[src/rtl/mig_cmd_issuer.sv]
// mig_cmd_issuer: runs write/read-compare bursts on one MIG user port, one per upstream descriptor.
module mig_cmd_issuer #(
    parameter int BL      = 8,
    parameter int TIMEOUT = 1023
) (
    input  logic        clk,
    input  logic        rst_n,
    input  logic        calib_done,
    input  logic [30:0] desc_data,
    output logic        mc_wr_rdy,
    output logic        p0_cmd_en,
    output logic [2:0]  p0_cmd_instr,
    output logic [5:0]  p0_cmd_bl,
    output logic [29:0] p0_cmd_byte_addr,
    input  logic        p0_cmd_full,
    output logic        p0_wr_en,
    output logic [31:0] p0_wr_data,
    output logic [3:0]  p0_wr_mask,
    input  logic        p0_wr_full,
    output logic        p0_rd_en,
    input  logic [31:0] p0_rd_data,
    input  logic        p0_rd_empty,
    output logic        err,
    output logic [15:0] err_cnt,
    output logic [15:0] done_cnt
);
    localparam int TW = $clog2(TIMEOUT + 1);
    localparam logic [2:0] IDLE = 3'd0, WDATA = 3'd1, WCMD = 3'd2, RCMD = 3'd3, RDATA = 3'd4, ACK = 3'd5;
    logic [2:0]    st_q, st_d;
    logic [29:0]   addr_q, addr_d;
    logic [5:0]    idx_q, idx_d;
    logic [TW-1:0] tmo_q, tmo_d;
    logic          err_q, err_d;
    logic [15:0]   err_cnt_q, err_cnt_d, done_cnt_q, done_cnt_d;
    logic [31:0]   word;
    logic          last, miss, tmo_hit;
    assign word             = {2'b00, addr_q} + {26'd0, idx_q};
    assign last             = idx_q == 6'(BL - 1);
    assign p0_wr_en         = st_q == WDATA && !p0_wr_full;
    assign p0_cmd_en        = (st_q == WCMD || st_q == RCMD) && !p0_cmd_full;
    assign p0_rd_en         = st_q == RDATA && !p0_rd_empty;
    assign p0_cmd_instr     = {2'b00, p0_cmd_en && st_q == RCMD};
    assign p0_cmd_bl        = p0_cmd_en ? 6'(BL - 1) : 6'd0;
    assign p0_cmd_byte_addr = addr_q;
    assign p0_wr_data       = word;
    assign p0_wr_mask       = 4'b0000;
    assign mc_wr_rdy        = st_q == ACK;
    assign err              = err_q;
    assign err_cnt          = err_cnt_q;
    assign done_cnt         = done_cnt_q;
    assign miss             = p0_rd_en && p0_rd_data != word;
    // the wait budget expires on the TIMEOUT-th consecutive cycle without a pop
    assign tmo_hit          = st_q == RDATA && !p0_rd_en && tmo_q == TW'(TIMEOUT - 1);
    always_comb begin
        st_d       = st_q;
        addr_d     = addr_q;
        idx_d      = idx_q;
        tmo_d      = tmo_q;
        done_cnt_d = done_cnt_q;
        err_d      = err_q || miss || tmo_hit;
        err_cnt_d  = (miss || tmo_hit) && err_cnt_q != 16'hFFFF ? err_cnt_q + 16'd1 : err_cnt_q;
        case (st_q)
            IDLE: if (calib_done) begin
                addr_d = {desc_data[29:2], 2'b00};
                idx_d  = 6'd0;
                st_d   = desc_data[30] ? WDATA : RCMD;
            end
            WDATA: if (p0_wr_en) begin
                idx_d = idx_q + 6'd1;
                st_d  = last ? WCMD : WDATA;
            end
            WCMD: st_d = p0_cmd_en ? ACK : WCMD;
            RCMD: if (p0_cmd_en) begin
                idx_d = 6'd0;
                tmo_d = '0;
                st_d  = RDATA;
            end
            RDATA: if (p0_rd_en) begin
                tmo_d = '0;
                idx_d = idx_q + 6'd1;
                st_d  = last ? ACK : RDATA;
            end else begin
                tmo_d = tmo_hit ? tmo_q : tmo_q + 1'b1;
                st_d  = tmo_hit ? ACK : RDATA;
            end
            ACK: begin
                done_cnt_d = done_cnt_q + 16'd1;
                st_d       = IDLE;
            end
            default: st_d = IDLE;
        endcase
    end
    always_ff @(posedge clk or negedge rst_n) begin
        if (!rst_n) begin
            st_q       <= IDLE;
            addr_q     <= '0;
            idx_q      <= '0;
            tmo_q      <= '0;
            err_q      <= 1'b0;
            err_cnt_q  <= '0;
            done_cnt_q <= '0;
        end else begin
            st_q       <= st_d;
            addr_q     <= addr_d;
            idx_q      <= idx_d;
            tmo_q      <= tmo_d;
            err_q      <= err_d;
            err_cnt_q  <= err_cnt_d;
            done_cnt_q <= done_cnt_d;
        end
    end
endmodule

[config.mk]
export PLATFORM = sky130hd
export DESIGN_NAME = mig_cmd_issuer
export DESIGN_NICKNAME = d
export VERILOG_FILES = /design/src/rtl/mig_cmd_issuer.sv
export SDC_FILE = /design/constraint.sdc
export NUM_CORES = 1
export LEC_CHECK = 0
export BUFFER_PORTS_ARGS = -buffer_cell sky130_fd_sc_hd__buf_4
export CELL_PAD_IN_SITES_DETAIL_PLACEMENT = 1
export CELL_PAD_IN_SITES_GLOBAL_PLACEMENT = 2
export CORE_MARGIN = 10
export CORE_UTILIZATION = 30
export DETAILED_ROUTE_END_ITERATION = 12
export HOLD_SLACK_MARGIN = 0.1
export PLACE_DENSITY_LB_ADDON = 0.1
export SLEW_MARGIN = 10
export SYNTH_ARGS = -nofsm -noshare
export SYNTH_HDL_FRONTEND = slang
export SYNTH_SLANG_ARGS = --single-unit
[constraint.sdc]
create_clock -name clk -period 4.4 [get_ports clk]
set_input_delay 0.66 -clock clk [delete_from_list [all_inputs] [get_ports clk]]
set_output_delay 0.66 -clock clk [all_outputs]
set_load 0.01 [all_outputs]
==> run_results.csv <==
group,metric,value,unit
yosys,ys_seq_area_share,37.3,%
worst_setup_path,cp.depth,12,
clocking,hold_buffers,0,
die,rows,48,
worst_setup_path,max_stage_delay,0.53,ns
detailed_routing,ant_nets,0,
detailed_routing,via_per_inst,5.01,
layout,syn_to_final_growth,31.4,%
die,core,0.0174,mm^2
clocking,htreeDepth,3,
timing,slew_viol_final,0,
die,die_area,0.0236,mm^2
clocking,path_clk_slew,0.07,ns
yosys,synth_top_area_share,37.3,%
global_route,grt_pass1_vias,5203,
worst_setup_path,crit_slowest_cell,"or4_4",
worst_setup_path,start_kind,"flip-flop",
worst_setup_path,crit_chain,"ha_1 > inv_1 > fa_1 > nand2b_1 > a211oi_2 > and3_1 > nor3b_1 > or4_4 > nor4_4 > nand4_4 > and2_4 > mux2_4",
global_route,grt_util_all_layers,15.3,%
die,die_w,154,um
detailed_routing,vias,4794,
yosys,synthCells,569,
timing,fin_skew,0.00540,ns
layout,fin_nets,805,
global_route,grt_max_degree,57,
detailed_routing,top_layer,"met4",
place,gp_congestion,0.900,
detailed_routing,wl_per_cell,19.1,um
timing,fmax,247,MHz
worst_setup_path,cp_data_required_time,4.63,ns
worst_setup_path,crit_path_end_kind,"flip-flop",
global_route,antenna_found_initial,0,
run,drv_cap,0,
worst_setup_path,cp_top_family,"simple AND/OR/NAND/NOR gates",
detailed_routing,wl_met1,8190,um
timing,holdWs,0.389,ns
detailed_routing,drt_iter0_markers,161,
yosys,synth-seq-cells,80,
timing,grt_setup_unrepaired,"false",
layout,mostFrequentLayoutCell,"buf_4",
place,port_buffers,166,
global_route,grt_pass1_wl,29500,um
detailed_routing,drt_wl_total,18300,um
timing,setup_viol,0,
clocking,clock-sinks,80,
status,run_status,"finished, final reports clean",
yosys,synth_area_leaders,"dfrtp_1 (37%), xnor2_1 (8.5%), mux2_2 (5.2%)",
layout,antenna_cells,0,
timing,period_share,91.9,%
global_route,gr-total-overflow,0,
power_and_ir_drop,p_leak,0.00322,uW
timing,hold_viol,0,
power_and_ir_drop,p_per_area,599,mW/mm^2
yosys,synth_warnings,0,
yosys,syn_area_per_cell,9.42,um^2
layout,final_cell_mix,"buf_4 (173), dfrtp_1 (80), xnor2_1 (52), nand2_1 (44), nand3_1 (44)",
yosys,ys.flop_type,"dfrtp_1",
clocking,clk_latency,0.34,ns
worst_setup_path,r2r_cells,12,
worst_setup_path,crit_path_max_fanout,17,
detailed_routing,met2_length,8850,um
clocking,post_cts_buffers,0,
layout,final_util,40.5,%
worst_setup_path,critical_path_buf_inv_count,1,
clocking,cts_tree,"done",
yosys,synth_edf_count,0,
detailed_routing,dr_wl_met3,1020,um
clocking,cts_root_buffer,"clkbuf_16",
clocking,cts_buffers,9,
layout,drive_above_1_share,31.7,%
detailed_routing,drcViolationCount,0,
worst_setup_path,arrival,4.27,ns
yosys,async_reset_ff_share,100,%
power_and_ir_drop,total_power,4220,uW
timing,relSlewSlack,48.8,%
die,die_y,154,um
clocking,post_cts_resized,0,
power_and_ir_drop,ir_drop,0.264,mV
die,start_util,30.8,%
clocking,cts_buffer_depth,2,
place,dp_hpwl,14700,um
yosys,yosysTopAreaCell,"dfrtp_1",
yosys,ys_types,61,
worst_setup_path,critical_path_class,"flip-flop to flip-flop",
detailed_routing,drtPass1Iterations,4,
timing,worstMarginPinSlew,0.768,ns
hold_path,hold_path.class,"input pin to async pin",
timing,post-route-min-period,4.04,ns
yosys,netlist_area,0.00536,mm^2
timing,finalSetupTns,0,ns
die,ios,181,
[per-layer routing]
| metal | track usage, % | vias up |
|---|---|---|
| met5 | 0 | - |
| met4 | 4.00 | 0 |
| met3 | 4.16 | 15 |
| met2 | 25.5 | 124 |
| met1 | 19.1 | 2353 |
| li1 | - | 2302 |
[kinds of logic after synthesis]
kind of cell / count (synthesis) / share of synthesized area [%]
other: 1 / 0.0699
multiplexers: 30 / 6.28
adder cells (fa/ha/maj): 11 / 2.66
XOR/XNOR: 85 / 15.2
buffers and inverters: 49 / 5.09
AO/OA/AOI/OAI: 77 / 9.31
AND/OR/NAND/NOR: 236 / 24.1
flip-flops: 80 / 37.3
[final cells by class]
type	count	area, um^2
inverters	11	41.3
flip-flops and latches	80	2000
multi-input cells	451	3130
repair buffers	173	1300
well taps	225	282
clock buffers	10	239
clock inverters	6	50.0
fillers	2024	10400
[metrics by stage]
stage                     setup slack (ns)  std cells  cell area (um^2)
after CTS                            0.372        956              7050
after global placement               0.468        940              6760
after floorplan                       1.05        580              5400
after global routing                 0.141        956              7050
after detailed placement             0.376        940              6760
final                                0.356        956              7050
[worst paths after layout]
path                                          startpoint                              end  slack (ns)
worst min register to register  done_cnt[15]$_DFFE_PN0P_         done_cnt[15]$_DFFE_PN0P_        0.48
max in group asynchronous                          rst_n          err_cnt[11]$_DFFE_PN0P_        3.17
min in group clk                done_cnt[15]$_DFFE_PN0P_         done_cnt[15]$_DFFE_PN0P_        0.48
worst max register to register      idx_q[2]$_DFFE_PN0P_           err_cnt[1]$_DFFE_PN0P_        0.36
worst min-delay path                               rst_n  p0_cmd_byte_addr[7]$_DFFE_PN0P_        0.39
worst max-delay path                idx_q[2]$_DFFE_PN0P_           err_cnt[1]$_DFFE_PN0P_        0.36
[cells in the mapped netlist (all sizes together) (9+ instances only)]
cell type and instances:
dfrtp 80, xnor2 52, nand3 46, nand2 44
nor2 38, buf 29, o21ai 28, xor2 28
mux2 26, and3 25, nand2b 14, nand4 14
nor3 14, inv 11, a21oi 10, nor4 10
clkbuf 9, ha 9
[worst register-to-register path, delay by kind of cell (launching register included)]
family | cells | cell delay, ns
simple gates | 7 | 2.07
buf+inv | 1 | 0.06
compound gates | 1 | 0.45
fa+ha+maj | 2 | 0.62
flops | 1 | 0.44
mux | 1 | 0.29
[sequential cells by signal, indices dropped and copies added, names as in the netlist]
signal	count
done_cnt	16
err	1
err_cnt	16
idx_q	6
p0_cmd_byte_addr	28
st_q	3
tmo_q	10
[report_power, final]
group          internal (uW)  switching (uW)  total, uW
sequential               930             425       1350
combinational           1070            1060       2130
clock                    406             338        744
total                   2410            1820       4220
Power figures use the tool's default switching activity.
